===== config.mk =====
export PLATFORM = sky130hd
export DESIGN_NAME = error_convert_arbiter
export DESIGN_NICKNAME = d
export VERILOG_FILES = /design/src/rtl/error_convert_arbiter.sv
export SDC_FILE = /design/constraint.sdc
export NUM_CORES = 1
export LEC_CHECK = 0
export BUFFER_PORTS_ARGS = -buffer_cell sky130_fd_sc_hd__buf_2
export CORE_AREA = 2 2 134 136
export DETAILED_ROUTE_END_ITERATION = 16
export DIE_AREA = 0 0 136 138
export GPL_ROUTABILITY_DRIVEN = 0
export PLACE_DENSITY = 0.71
export SLEW_MARGIN = 30
export SYNTH_ARGS = -nofsm -noshare
export SYNTH_HDL_FRONTEND = slang
export SYNTH_SLANG_ARGS = --single-unit
export TNS_END_PERCENT = 1

===== constraint.sdc =====
create_clock -name clk -period 6.9 [get_ports clk]
set_clock_uncertainty 0.05 [all_clocks]
set_input_delay 0.345 -clock clk [delete_from_list [all_inputs] [get_ports clk]]
set_output_delay 0.345 -clock clk [all_outputs]
set_load 0.05 [all_outputs]

===== src/rtl/error_convert_arbiter.sv =====
// Round-robin front end that shares one fixed-latency nm->mm conversion pipeline among NREQ sources.
// Define ERR_CONVERT_ARB_PRIORITY0_EN to give requester 0 strict priority over the round-robin group.
module error_convert_arbiter #(
  parameter int NREQ         = 4,
  parameter int PIPE_LATENCY = 12,
  parameter int TAG_W        = 2
) (
  input  logic                 clk,
  input  logic                 resetN,
  input  logic                 enable,
  input  logic                 clearErrors,
  input  logic [NREQ-1:0]      reqValid,
  input  logic [NREQ*32-1:0]   reqData,
  output logic [NREQ-1:0]      reqReady,
  output logic                 convValid,
  output logic [31:0]          convData,
  input  logic                 convResultValid,
  input  logic [63:0]          convResult,
  output logic [NREQ-1:0]      rspValid,
  output logic [63:0]          rspData,
  output logic [TAG_W-1:0]     rspTag,
  output logic                 busy,
  output logic [31:0]          status
);

`ifdef ERR_CONVERT_ARB_PRIORITY0_EN
  localparam logic [TAG_W-1:0] PTR_INIT = TAG_W'(1);
`else
  localparam logic [TAG_W-1:0] PTR_INIT = '0;
`endif

  logic [TAG_W-1:0] ptr;
  logic [TAG_W-1:0] nextPtr;
  logic [TAG_W-1:0] grantIdx;
  logic [TAG_W-1:0] cand;
  logic             grantAny;
  logic [31:0]      grantData;

  // Stage 0 sits beside convValid; stage PIPE_LATENCY lines up with convResultValid.
  logic             pipeValid [0:PIPE_LATENCY];
  logic [TAG_W-1:0] pipeTag   [0:PIPE_LATENCY];
  logic             exitValid;
  logic [TAG_W-1:0] exitTag;

  logic [7:0]       inFlight;
  logic             orphanErr;
  logic             missingErr;

  always_comb begin
    grantAny = 1'b0;
    grantIdx = '0;
    cand     = '0;
    if (enable && resetN) begin
`ifdef ERR_CONVERT_ARB_PRIORITY0_EN
      if (reqValid[0]) begin
        grantAny = 1'b1;
      end else begin
        for (int k = 0; k < NREQ - 1; k++) begin
          cand = TAG_W'(1 + ((int'(ptr) - 1 + k) % (NREQ - 1)));
          if (!grantAny && reqValid[cand]) begin
            grantAny = 1'b1;
            grantIdx = cand;
          end
        end
      end
`else
      for (int k = 0; k < NREQ; k++) begin
        cand = TAG_W'((int'(ptr) + k) % NREQ);
        if (!grantAny && reqValid[cand]) begin
          grantAny = 1'b1;
          grantIdx = cand;
        end
      end
`endif
    end
  end

  always_comb begin
    nextPtr = ptr;
`ifdef ERR_CONVERT_ARB_PRIORITY0_EN
    // Grants to requester 0 leave the round-robin position untouched.
    if (grantAny && grantIdx != '0)
      nextPtr = (int'(grantIdx) == NREQ - 1) ? TAG_W'(1) : grantIdx + TAG_W'(1);
`else
    if (grantAny)
      nextPtr = (int'(grantIdx) == NREQ - 1) ? '0 : grantIdx + TAG_W'(1);
`endif
  end

  always_comb begin
    grantData = '0;
    for (int i = 0; i < NREQ; i++) begin
      if (grantIdx == TAG_W'(i))
        grantData = reqData[i*32 +: 32];
    end
  end

  assign reqReady  = grantAny ? (NREQ'(1) << grantIdx) : '0;
  assign exitValid = pipeValid[PIPE_LATENCY];
  assign exitTag   = pipeTag[PIPE_LATENCY];

  always_ff @(posedge clk or negedge resetN) begin
    if (!resetN) begin
      ptr       <= PTR_INIT;
      convValid <= 1'b0;
      convData  <= '0;
    end else begin
      ptr       <= nextPtr;
      convValid <= grantAny;
      if (grantAny)
        convData <= grantData;
    end
  end

  // The conversion chain never stalls, so the tag pipe shifts every cycle.
  always_ff @(posedge clk or negedge resetN) begin
    if (!resetN) begin
      for (int i = 0; i <= PIPE_LATENCY; i++) begin
        pipeValid[i] <= 1'b0;
        pipeTag[i]   <= '0;
      end
    end else begin
      pipeValid[0] <= grantAny;
      pipeTag[0]   <= grantIdx;
      for (int i = 1; i <= PIPE_LATENCY; i++) begin
        pipeValid[i] <= pipeValid[i-1];
        pipeTag[i]   <= pipeTag[i-1];
      end
    end
  end

  always_ff @(posedge clk or negedge resetN) begin
    if (!resetN) begin
      rspValid <= '0;
      rspData  <= '0;
      rspTag   <= '0;
    end else if (exitValid && convResultValid) begin
      rspValid <= NREQ'(1) << exitTag;
      rspData  <= convResult;
      rspTag   <= exitTag;
    end else begin
      rspValid <= '0;
    end
  end

  always_ff @(posedge clk or negedge resetN) begin
    if (!resetN) begin
      inFlight <= '0;
    end else if (grantAny && !exitValid && inFlight != 8'hFF) begin
      inFlight <= inFlight + 8'd1;
    end else if (!grantAny && exitValid && inFlight != 8'h00) begin
      inFlight <= inFlight - 8'd1;
    end
  end

  // A new error event outranks a simultaneous clear.
  always_ff @(posedge clk or negedge resetN) begin
    if (!resetN) begin
      orphanErr  <= 1'b0;
      missingErr <= 1'b0;
    end else begin
      if (convResultValid && !exitValid)
        orphanErr <= 1'b1;
      else if (clearErrors)
        orphanErr <= 1'b0;
      if (exitValid && !convResultValid)
        missingErr <= 1'b1;
      else if (clearErrors)
        missingErr <= 1'b0;
    end
  end

  assign busy   = (inFlight != 8'h00) | convValid;
  assign status = {16'h0000, orphanErr, missingErr, 6'h00, inFlight};

endmodule


==> results of run 1 <==
worst max path at each step:
| stage | slack [ns] | to |
|---|---|---|
| final | 3.03 | reqReady[3] |
| after global routing | 2.78 | reqReady[3] |
| after CTS | 2.79 | reqReady[1] |
| after detailed placement | 3.35 | convData[1] |
| after global placement | 3.19 | convData[1] |
| after floorplan | 3.77 | reqReady[3] |
sequential cells by signal, summed over array words and instances (netlist names):
| signal | count |
|---|---|
| missingErr | 1 |
| orphanErr | 1 |
| pipeTag | 24 |
| convData | 32 |
| exitValid | 1 |
| pipeValid | 12 |
| rspValid | 4 |
| inFlight | 8 |
| ptr | 2 |
| rspData | 64 |
| rspTag | 2 |
| exitTag | 2 |
layout by cell type, fill, tap and decap left out, types with 3 or more instances in the layout:
master     instances
buf_2            317
dfrtp_1          153
nand2_1           70
a21oi_1           70
mux2_2            67
o21a_1            34
nand3b_1          34
o211ai_1          33
conb_1            22
clkbuf_16         17
nor2_1            12
buf_4              7
ha_1               6
inv_1              5
and2_1             5
mux2_1             5
inv_8              5
clkinv_8           5
xnor2_1            4
o21ai_0            3
xor2_1             3
ha_2               3
layout make-up:
class | instances | area (um^2) | share of cell area, %
Clock buffer | 17 | 425 | 4.62
Clock inverter | 15 | 189 | 2.05
Inverter | 5 | 18.8 | 0.204
Multi-Input combinational cell | 400 | 2800 | 30.4
Timing Repair Buffer | 326 | 1660 | 18.0
Antenna cell | 2 | 5.00 | 0.0543
Tap cell | 229 | 287 | 3.11
Sequential cell | 153 | 3830 | 41.5
routing by layer:
layer,up-vias,global-route usage [%],part of all wire [%]
met1,2614,23.4,40
met2,240,31.4,48
met4,2,7.46,2.7
li1,2693,-,-
met3,29,6.20,8.6
met5,-,0,0.095
power by group through the flow:
stage          Combinational [mW]  Sequential, mW  Clock (mW)
3_5_place_dp                 1.19            1.17           0
2_1_floorplan               0.397            1.66           0
5_1_grt                      1.27            1.18        1.01
6_report                     1.18            1.16       0.935
3_3_place_gp                 1.17            1.17           0
4_1_cts                      1.19            1.16       0.969
stage by stage:
stage	power (mW)	hold WS [ns]	std cells
2_1_floorplan	2.05	-0.000591	621
3_3_place_gp	2.34	0.179	1112
3_5_place_dp	2.36	0.179	1112
4_1_cts	3.32	0.0784	1145
5_1_grt	3.45	0.0737	1147
6_report	3.27	0.0973	1147
kinds of logic (layout without fill, tap and decap cells):
| group | Yosys count | after routing | share of synthesized area (%) |
|---|---|---|---|
| mux | 74 | 74 | 12.1 |
| compound gates | 153 | 153 | 14.3 |
| simple gates | 133 | 133 | 9.74 |
| xor+xnor | 7 | 7 | 0.892 |
| other cells | 1 | 24 | 0.0545 |
| fa+ha+maj | 11 | 11 | 2.11 |
| flops | 153 | 153 | 55.7 |
| buf+inv | 68 | 363 | 5.10 |
worst reg2reg max path: stages, from the launching register on:
cell	delay, ns
dfrtp_1	0.50
nand4_1	0.14
o211ai_1	0.71
ha_1	0.41
a21o_1	0.21
a311o_1	0.36
a21oi_1	0.17
xnor2_1	0.08
mux2_2	0.25
repair_timing:
action                                  CTS  global route
endpoints found under the setup margin    0             0
hold endpoints to repair                 25             0
hold buffers                              1             0
resized for setup                         0             0
==> metrics.md, run 1 <==
| Metric | Value |
|---|---|
| Critical Path RT | 6.50 ns |
| Worst Setup Path Type | primary input to output port |
| Vias in the first global route | 5,559 |
| Post-Syn Area | ~6900 um^2 |
| R2r worst-path depth | 8 |
| Worst Max-Slew Pin Slew | around 0.86 ns |
| Seq pwr share | between 30% and 40% |
| Gate power share | a little over a third |
| DR pass1 iterations | 4 |
| Hold_sp | convResult[4] |
| Largest delay share family, worst path | buffers and inverters |
| Crit path buffers/inverters | 4 |
| Synth warn | 0 |
| Filler instances | about 1,600 |
| Count of final hold-check violations | 0 |
| Crit path DAT | ~3.5 ns |
| Design Area, Final | ~9200 um^2 |
| Max-slew headroom | around 43% |
| Asr flop ratio synth | 100% |
| Mapped Cells | 600 |
| Share of layout cells above drive strength 1 | 47.3% |
| Critical R2R Launch | inFlight[0] |
| Final Setup Violations | 0 |
| Chip height | ~140 um |
| Area leader, netlist | dfrtp_1 |
| Final period util | a little under three fifths |
| Grt ovf | 0 |
| Pre-CTS setup slack | 3.35 ns |
| Post-DRT Antenna Nets | 0 |
| Worst setup margin | 3.03 ns |
| Vias per inst | about 5 |
| Sw Ratio | between 40% and 50% |
| Fin util | roughly 53% |
| Max-slew violations | 0 |
| Setup crit end kind | output port |
| Vias | roughly 5,600 |
| CTS sink cnt | about 150 |
| Crit-path cells | dlygate4sd3_1 > buf_6 > nand2_1 > a2111oi_2 > ha_2 > buf_4 > and2_1 > buf_2 |
| Max Fclk | roughly 260 MHz |
| Skew-Pair Late Insertion Delay | between 0.4 and 0.5 ns |
| Minimum clock period | just under 4 ns |
| Crit path launch type | primary input |
| Initial antenna violation count | 3 |
| Ys flop type | dfrtp_1 |
| CTS clock-pin slew for the worst setup and hold paths | approximately 0.08 ns |
| Initial Util | around two fifths |
| Core footprint | ~18,000 um^2 |
| GRT Overall Usage | approximately a fifth |
| Share of Yosys cell area claimed by the top area cell type | between 50% and 60% |
| Port buffer count | around 320 |
| Synthesis-stage register bit count | 153 |
| Hold Crit Endpoint | rspData[4] |
| Clock Power Share | 28.6% |
| R2R setup slack | 3.91 ns |
| Min-delay worst type | primary input to register |
| CTS tree | done |
| Slowest-stage cell, CP | a2111oi_2 |
| Clk root buf | clkbuf_16 |
| First-pass GRT wire length | around 28 mm |
| Initial DRC Count | 200 |
| Beginning of the critical path | resetN |
| Io pins | around 340 |
| Internal power | roughly 1.9 mW |
| CP peak stage delay | 0.72 ns |
| Largest net degree at the start of global routing | 73 |
| Cell variety after synth | slightly above 40 |
| Number of max-cap violations | 0 |
| R2R Path End | inFlight[6] |
| Max VDD drop | just under 0.2 mV |
| Post-synth EDFFs | 0 |
| Rows | approximately 50 |
| Unrepaired setup endpoints after global routing | no |
| TNS Setup | 0 ns |
| Post-synth top cells | dfrtp_1, nand2_1, a21oi_1 |
| DP Wirelength | ~13 mm |
| Cell with the most instances after synthesis | dfrtp_1 |
| Die ar. | 18,800 um^2 |
| Post-Syn Area per Cell | approximately 11 um^2 |
| Total CTS buffers | 17 |
| Drc violations | 0 |
| Max Buffers Root-to-Sink | 2 |
| Register area share after synthesis | between 50% and 60% |
| Number of setup buffers added after CTS | 0 |
| Static Leakage | 4.42 nW |
| H-tree lvl count | 4 |
| Pwr/cell area | between 300 and 400 nW/um^2 |
| Psw | 1.36 mW |
| Status | completed |
| Top cells by area, synth | dfrtp_1, mux2_2, a21oi_1 |
| Final #Nets | 1,115 |
| Critical-path maximum fanout | 30 |
| Die Wd | roughly 140 um |
| Critical path depth | 8 |
| Hold Crit Depth | 2 |
| Wirelength per Cell | 15.6 um |
| Area delta synth->final | 34.1% |
| DP Area | between 8000 and 9000 um^2 |
| Total routed wirelength | 17.9 mm |
No activity file was read; power rests on OpenSTA's default activity.
==> run 2, diff against run 1 <==
--- a/config.mk
+++ b/config.mk
@@ -6,11 +6,11 @@
 export NUM_CORES = 1
 export LEC_CHECK = 0
 export BUFFER_PORTS_ARGS = -buffer_cell sky130_fd_sc_hd__buf_2
-export CORE_AREA = 2 2 134 136
+export CORE_AREA = 2 2 131 133
 export DETAILED_ROUTE_END_ITERATION = 16
-export DIE_AREA = 0 0 136 138
+export DIE_AREA = 0 0 133 135
 export GPL_ROUTABILITY_DRIVEN = 0
-export PLACE_DENSITY = 0.71
+export PLACE_DENSITY = 0.77
 export SLEW_MARGIN = 30
 export SYNTH_ARGS = -nofsm -noshare
 export SYNTH_HDL_FRONTEND = slang
==> constraint.sdc (replaced) <==
create_clock -name clk -period 3.15 [get_ports clk]
set_clock_uncertainty 0.05 [all_clocks]
set_input_delay 0.1575 -clock clk [delete_from_list [all_inputs] [get_ports clk]]
set_output_delay 0.1575 -clock clk [all_outputs]
set_load 0.05 [all_outputs]
==> run 2 against run 1 <==
Effect of this change:
- sequential cell count is the same
- combinational power is 130% higher
- non-clock buffer count grew 71
- design area up 7.4%
- power up 120%
- global-route usage grew 1.8 points
- die area fell by 4.3%
- first-iteration DRC count rose by 18%
- clock power grew 110%
- highest routed layer is now met4
==> metrics.md, run 2 (synthesis gave the netlist of run 1 again) <==
| Metric | Value |
|---|---|
| CTS sink cnt | 153 (unchanged) |
| Post-DRT Antenna Nets | 0 (unchanged) |
| Setup crit end kind | output port (unchanged) |
| Most common cell after layout, fill and taps aside | buf_2 (unchanged) |
| Rows | 47 (was 49) |
| Crit path launch type | register (was primary input) |
| Final period util | between 90% and 100% |
| R2r worst-path depth | 11 (was 8) |
| Min-delay worst type | primary input to register (unchanged) |
| Critical R2R Launch | ptr[1] (was inFlight[0]) |
| Most frequent cells in the layout | buf_2, dfrtp_1, nand2_1, a21oi_1, mux2_2 (unchanged) |
| CTS tree | done (unchanged) |
| Pre-CTS setup slack | 0.505 ns (was 3.35 ns) |
| Worst Max-Slew Pin Slew | 0.800 ns (was 0.858 ns) |
| H-tree lvl count | 4 (unchanged) |
| Core footprint | 16,400 um^2 (was 17,500 um^2) |
| Count of final hold-check violations | 0 (unchanged) |
| R2R Path End | convData[22] (was inFlight[6]) |
| Met2 WL | 9.42 mm (was 8.60 mm) |
| Number of max-cap violations | 0 (unchanged) |
| Design Area, Final | 9900 um^2 (was 9220 um^2) |
| TNS Setup | 0 ns (unchanged) |
| Crit path DAT | 2.65 ns (was 3.47 ns) |
| DP Area | 8650 um^2 (was 8570 um^2) |
| Hold_ws | 0.0277 ns (was 0.0973 ns) |
| Total routed wirelength | 18.6 mm (was 17.9 mm) |
| Met3 wire length | 1.20 mm (was 1.53 mm) |
| Vias in the first global route | 6,070 (was 5,559) |
| Largest Register | rspData (unchanged) |
| First-pass GRT wire length | 29.7 mm (was 28.2 mm) |
| Vias per inst | 4.86 (about the same) |
| DR pass1 iterations | 5 (was 4) |
| Drc violations | 0 (unchanged) |
| Die ar. | 18,000 um^2 (was 18,800 um^2) |
| Total CTS buffers | 17 (unchanged) |
| Max-slew headroom | 46.7% (was 42.5%) |
| Number of flip-flops in the largest register | 64 (unchanged) |
| Final #Nets | 1,186 (was 1,115) |
| CTS clock-pin slew for the worst setup and hold paths | 0.06 ns (was 0.08 ns) |
| DP Wirelength | 12.8 mm (was 13.4 mm) |
| Largest net degree at the start of global routing | 152 (was 73) |
| Fin util | 60.4% (was 52.6%) |
| Skew-Pair Late Insertion Delay | 0.41 ns (was 0.42 ns) |
| Grt ovf | 0 (unchanged) |
| R2R setup slack | 0.46 ns (was 3.91 ns) |
| Max Fclk | 349 MHz |
| Critical-path maximum fanout | 30 (unchanged) |
| Unrepaired setup endpoints after global routing | no (unchanged) |
| Clk root buf | clkbuf_16 (unchanged) |
| Non-Filler Instances | 1,209 (was 1,147) |
| Hold_sp | clearErrors (was convResult[4]) |
| Static Leakage | 4.71 nW (was 4.42 nW) |
| Initial antenna violation count | 2 (was 3) |
| Power Total | 7.22 mW (was 3.27 mW) |
| Status | completed (unchanged) |
| Wl on met1 | 7.34 mm (was 7.23 mm) |
| Max Buffers Root-to-Sink | 2 (unchanged) |
| Minimum clock period | roughly 2.9 ns |
| Pwr/cell area | 729 nW/um^2 (was 355 nW/um^2) |
| Final Setup Violations | 0 (unchanged) |
| Io pins | 341 (unchanged) |
| Hold Crit Depth | 3 (was 2) |
| Worst setup margin | 0.289 ns (was 3.03 ns) |
| Worst Setup Path Type | register to output port (was primary input to output port) |
| GRT Overall Usage | 21.0% (was 19.2%) |
| Initial DRC Count | 236 (was 200) |
| # placed instances | 1,109 (was 1,112) |
| Chip height | 135 um (was 138 um) |
| Area delta synth->final | 44.0% (was 34.1%) |
| Share of layout cells above drive strength 1 | 44.1% (was 47.3%) |
| Vias | 5,881 (was 5,578) |
| Die Wd | 133 um (was 136 um) |
| Initial Util | 41.9% (was 39.2%) |
| Max VDD drop | 0.391 mV (was 0.193 mV) |
| Wirelength per Cell | 15.3 um (was 15.6 um) |
| Hold Crit Endpoint | missingErr (was rspData[4]) |
| Port buffer count | 318 (unchanged) |
| Max-slew violations | 0 (unchanged) |
| Critical Path RT | 2.94 ns (was 6.50 ns) |
| Largest regs | rspData x64, convData x32, pipeTag x24 (unchanged) |
| Highest routed layer | met4 (was met5) |
-- run 2: changes by cell type in the layout (fill, tap and decap cells not counted), moves of 3 or more --
| cell | change |
|---|---|
| clkinv_8 | -5 |
| inv_6 | +3 |
| clkinvlp_4 | +3 |
| buf_12 | +4 |
| inv_8 | -3 |
| dlygate4sd3_1 | +65 |
-- run 2: final cells by class --
class	count	area, um^2
antenna	2	5.00
clock buffer	19	443
clock inverter	13	133
fill	1309	6500
inverter	5	18.8
multi-input combinational	400	2790
sequential	153	3830
tap	220	275
timing repair buffer	397	2410
-- run 2: routing by layer --
metal,track usage [%],up-vias
met2,36.5,253
li1,-,2826
met4,9.68,0
met5,0,-
met1,24.4,2767
met3,5.41,35
-- run 2: worst max-delay path by stage --
stage | from | endpoint | slack (ns) | depth (start not counted)
after floorplan | inFlight[0] | inFlight[6] | 0.19 | 8
after global placement | ptr[1] | convData[22] | 0.50 | 11
after detailed placement | ptr[1] | convData[21] | 0.51 | 11
after CTS | ptr[1] | reqReady[2] | 0.06 | 8
after global routing | ptr[1] | reqReady[2] | 0.05 | 9
final | ptr[1] | reqReady[2] | 0.29 | 9
-- run 2: timing repair --
| action | CTS | global route |
|---|---|---|
| setup buffers | 0 | 0 |
| hold endpoints to repair | 218 | 0 |
| gates resized for setup | 0 | 1 |
| endpoints found under the setup margin | 0 | 1 |
| hold buffers | 66 | 0 |
-- run 2: critical path: stages (launching register included) --
cell and delay, ns:
dfrtp_1 0.46, mux2i_1 0.21, nor2_1 0.06, a2111oi_0 0.40, buf_4 0.22, inv_1 0.08
ha_4 0.27, buf_4 0.21, and2_1 0.13, buf_2 0.20
-- run 2: power breakdown --
| part | switching (mW) | total (mW) | internal, mW |
|---|---|---|---|
| Clock | 0.840 | 1.97 | 1.13 |
| Combinational | 1.84 | 2.70 | 0.859 |
| Sequential | 0.235 | 2.55 | 2.31 |
| Total | 2.92 | 7.22 | 4.30 |
==> run 3, diff against run 2 <==
--- a/config.mk
+++ b/config.mk
@@ -10,6 +10,7 @@
 export DETAILED_ROUTE_END_ITERATION = 16
 export DIE_AREA = 0 0 133 135
 export GPL_ROUTABILITY_DRIVEN = 0
+export GPL_TIMING_DRIVEN = 0
 export PLACE_DENSITY = 0.77
 export SLEW_MARGIN = 30
 export SYNTH_ARGS = -nofsm -noshare
==> run 3 against run 2 <==
Effect of this change:
- critical path depth rose by 5
- power down 0.56%
- sequential cell count is the same
- design area rose by 3.4%
- sequential power barely moved
- register-to-register slack lost 0.31 ns
- largest power group unchanged
- first-iteration DRC count is 13% higher
- routed wire length rose by 18%
- utilization grew 2.1 points
- sequential share of layout area fell by 1.3 points
- maximum frequency is 6.3% lower
- non-clock buffer count up 60
==> metrics.md, run 3 (synthesis gave the netlist of run 1 again) <==
| Metric | Value |
|---|---|
| Status | completed (unchanged) |
| Most common cell after layout, fill and taps aside | buf_2 (unchanged) |
| Grt ovf | 0 (unchanged) |
| Total routed wirelength | 21.8 mm (was 18.6 mm) |
| Wirelength per Cell | 17.2 um (was 15.3 um) |
| Core footprint | 16,400 um^2 (unchanged) |
| Critical-path maximum fanout | 10 (was 30) |
| First-pass GRT wire length | 34.4 mm (was 29.7 mm) |
| Worst Max-Slew Pin Slew | 0.688 ns (was 0.800 ns) |
| Max Buffers Root-to-Sink | 2 (unchanged) |
| Largest Register | rspData (unchanged) |
| Vias | 6,284 (was 5,881) |
| Fin util | 62.4% (was 60.4%) |
| Vias per inst | 4.96 (was 4.86) |
| Rows | 47 (unchanged) |
| Pre-CTS setup slack | -0.811 ns (was 0.505 ns) |
| Setup crit end kind | register (was output port) |
| Worst setup margin | 0.0946 ns (was 0.289 ns) |
| Slowest-stage cell, CP | dlygate4sd3_1 (was dfrtp_1) |
| Chip height | 135 um (unchanged) |
| Die ar. | 18,000 um^2 (unchanged) |
| Crit path DAT | 3.30 ns (was 2.65 ns) |
| Unrepaired setup endpoints after global routing | yes (was no) |
| Max-slew headroom | 54.1% (was 46.7%) |
| Clk root buf | clkbuf_16 (unchanged) |
| DP Wirelength | 14.9 mm (was 12.8 mm) |
| GRT Overall Usage | 24.7% (was 21.0%) |
| CP peak stage delay | 0.58 ns (was 0.46 ns) |
| Initial antenna violation count | 2 (unchanged) |
| Max-slew violations | 0 (unchanged) |
| Worst Setup Path Type | primary input to register (was register to output port) |
| Design Area, Final | 10,200 um^2 (was 9900 um^2) |
| Largest net degree at the start of global routing | 87 (was 152) |
| Final #Nets | 1,246 (was 1,186) |
| Most frequent cells in the layout | buf_2, dfrtp_1, nand2_1, a21oi_1, dlygate4sd3_1 (was buf_2, dfrtp_1, nand2_1, a21oi_1, mux2_2) |
| Min-delay worst type | primary input to register (unchanged) |
| Critical Path RT | 3.39 ns (was 2.94 ns) |
| Drc violations | 0 (unchanged) |
| Largest delay share family, worst path | buffers and inverters (unchanged) |
| CTS sink cnt | 153 (unchanged) |
| Vias in the first global route | 6,587 (was 6,070) |
| Max VDD drop | 0.418 mV (was 0.391 mV) |
| Non-Filler Instances | 1,267 (was 1,209) |
| Post-DRT Antenna Nets | 0 (unchanged) |
| Max Fclk | 327 MHz (was 349 MHz) |
| Crit path buffers/inverters | 6 (was 4) |
| CTS clock-pin slew for the worst setup and hold paths | 0.07 ns (was 0.06 ns) |
| Pwr/cell area | 701 nW/um^2 (was 729 nW/um^2) |
| Die Wd | 133 um (unchanged) |
| Share of layout cells above drive strength 1 | 44.3% (was 44.1%) |
| Number of max-cap violations | 0 (unchanged) |
| Initial DRC Count | 267 (was 236) |
| Final Setup Violations | 0 (unchanged) |
| Crit-path cells | dlygate4sd3_1 > buf_8 > buf_16 > buf_16 > nand2_2 > a2111oi_4 > ha_1 > buf_2 > clkbuf_1 > nand3b_1 > a21oi_1 > a21oi_1 > o211ai_1 > o21a_1 (was mux2i_1 > nor2_1 > a2111oi_0 > buf_4 > inv_1 > ha_4 > buf_4 > and2_1 > buf_2) |
| # placed instances | 1,161 (was 1,109) |
| CTS tree | done (unchanged) |
| DR pass1 iterations | 4 (was 5) |
| Count of final hold-check violations | 0 (unchanged) |
| Initial Util | 41.9% (unchanged) |
| Final period util | 97.0% (was 90.8%) |
| Number of flip-flops in the largest register | 64 (unchanged) |
| Crit path launch type | primary input (was register) |
| TNS Setup | 0 ns (unchanged) |
| Area delta synth->final | 49.0% (was 44.0%) |
| Total CTS buffers | 17 (unchanged) |
| Beginning of the critical path | resetN (was ptr[1]) |
| Io pins | 341 (unchanged) |
| Hold_sp | reqData[104] (was clearErrors) |
| H-tree lvl count | 4 (unchanged) |
| Port buffer count | 318 (unchanged) |
| Critical R2R Launch | ptr[1] (unchanged) |
| Largest regs | rspData x64, convData x32, pipeTag x24 (unchanged) |
| Skew-Pair Late Insertion Delay | 0.41 ns (about the same) |
| DP Area | 8890 um^2 (was 8650 um^2) |
| Static Leakage | 4.91 nW (was 4.71 nW) |
| Minimum clock period | 3.06 ns (was 2.86 ns) |
## run 3: cell count changes in the layout (fill, tap and decap cells not counted), moves of 2 or more
cell	change
buf_1	+6
buf_2	+6
buf_4	+18
dlygate4sd3_1	+2
buf_16	+5
ha_1	+2
inv_6	-3
clkbuf_2	+3
clkinv_2	+3
buf_12	-4
clkbuf_1	+22
## run 3: report_power, final
| part | switching, mW | internal [mW] | leakage [nW] |
|---|---|---|---|
| clock | 0.812 | 1.03 | 0.256 |
| sequential | 0.241 | 2.31 | 1.86 |
| combinational | 1.89 | 0.894 | 2.79 |
## run 3: final cells by class
class | instances | area (um^2)
Fill cell | 1320 | 6170
Timing Repair Buffer | 394 | 2440
Clock buffer | 18 | 439
Antenna cell | 1 | 2.50
Sequential cell | 153 | 3830
Buffer | 63 | 339
Inverter | 5 | 18.8
Tap cell | 220 | 275
Clock inverter | 13 | 96.3
Multi-Input combinational cell | 400 | 2800
## run 3: timing repair
action,CTS,global route
pin swaps,2,1
endpoints found under the hold margin,152,0
hold buffers,71,0
gates resized for setup,7,6
setup buffers,3,0
endpoints found under the setup margin,36,10
## run 3: final timing paths
kind	endpoint	cells after the start	slack [ns]
min in group asynchronous	inFlight[6]	5	0.51
worst max register to register	convData[21]	11	0.15
max in group asynchronous	rspData[25]	6	1.52
worst min-delay path	convData[8]	4	0.04
worst min register to register	exitValid	0	0.29
worst max-delay path	convData[21]	14	0.09
## run 3: metal layers
metal | global-route usage, % | up-vias | part of all wire (%)
met3 | 6.27 | 47 | 6.6
met4 | 10.3 | 2 | 3.1
met2 | 45.7 | 269 | 53
li1 | - | 2948 | -
met5 | 0 | - | 0.060
met1 | 26.8 | 3018 | 37
## run 3: tightest hold or removal path: stages
cell,delay (ns)
buf_2,0.07
nand2_1,0.04
o211ai_1,0.08
o21a_1,0.12
## run 3: metrics by stage
| step | power (mW) | hold slack [ns] |
|---|---|---|
| 6_report | 7.18 | 0.0431 |
| 5_1_grt | 7.52 | 0.0326 |
| 4_1_cts | 7.17 | 0.0173 |
| 3_5_place_dp | 5.22 | 0.145 |
| 3_3_place_gp | 5.16 | 0.283 |
| 2_1_floorplan | 4.50 | -0.188 |
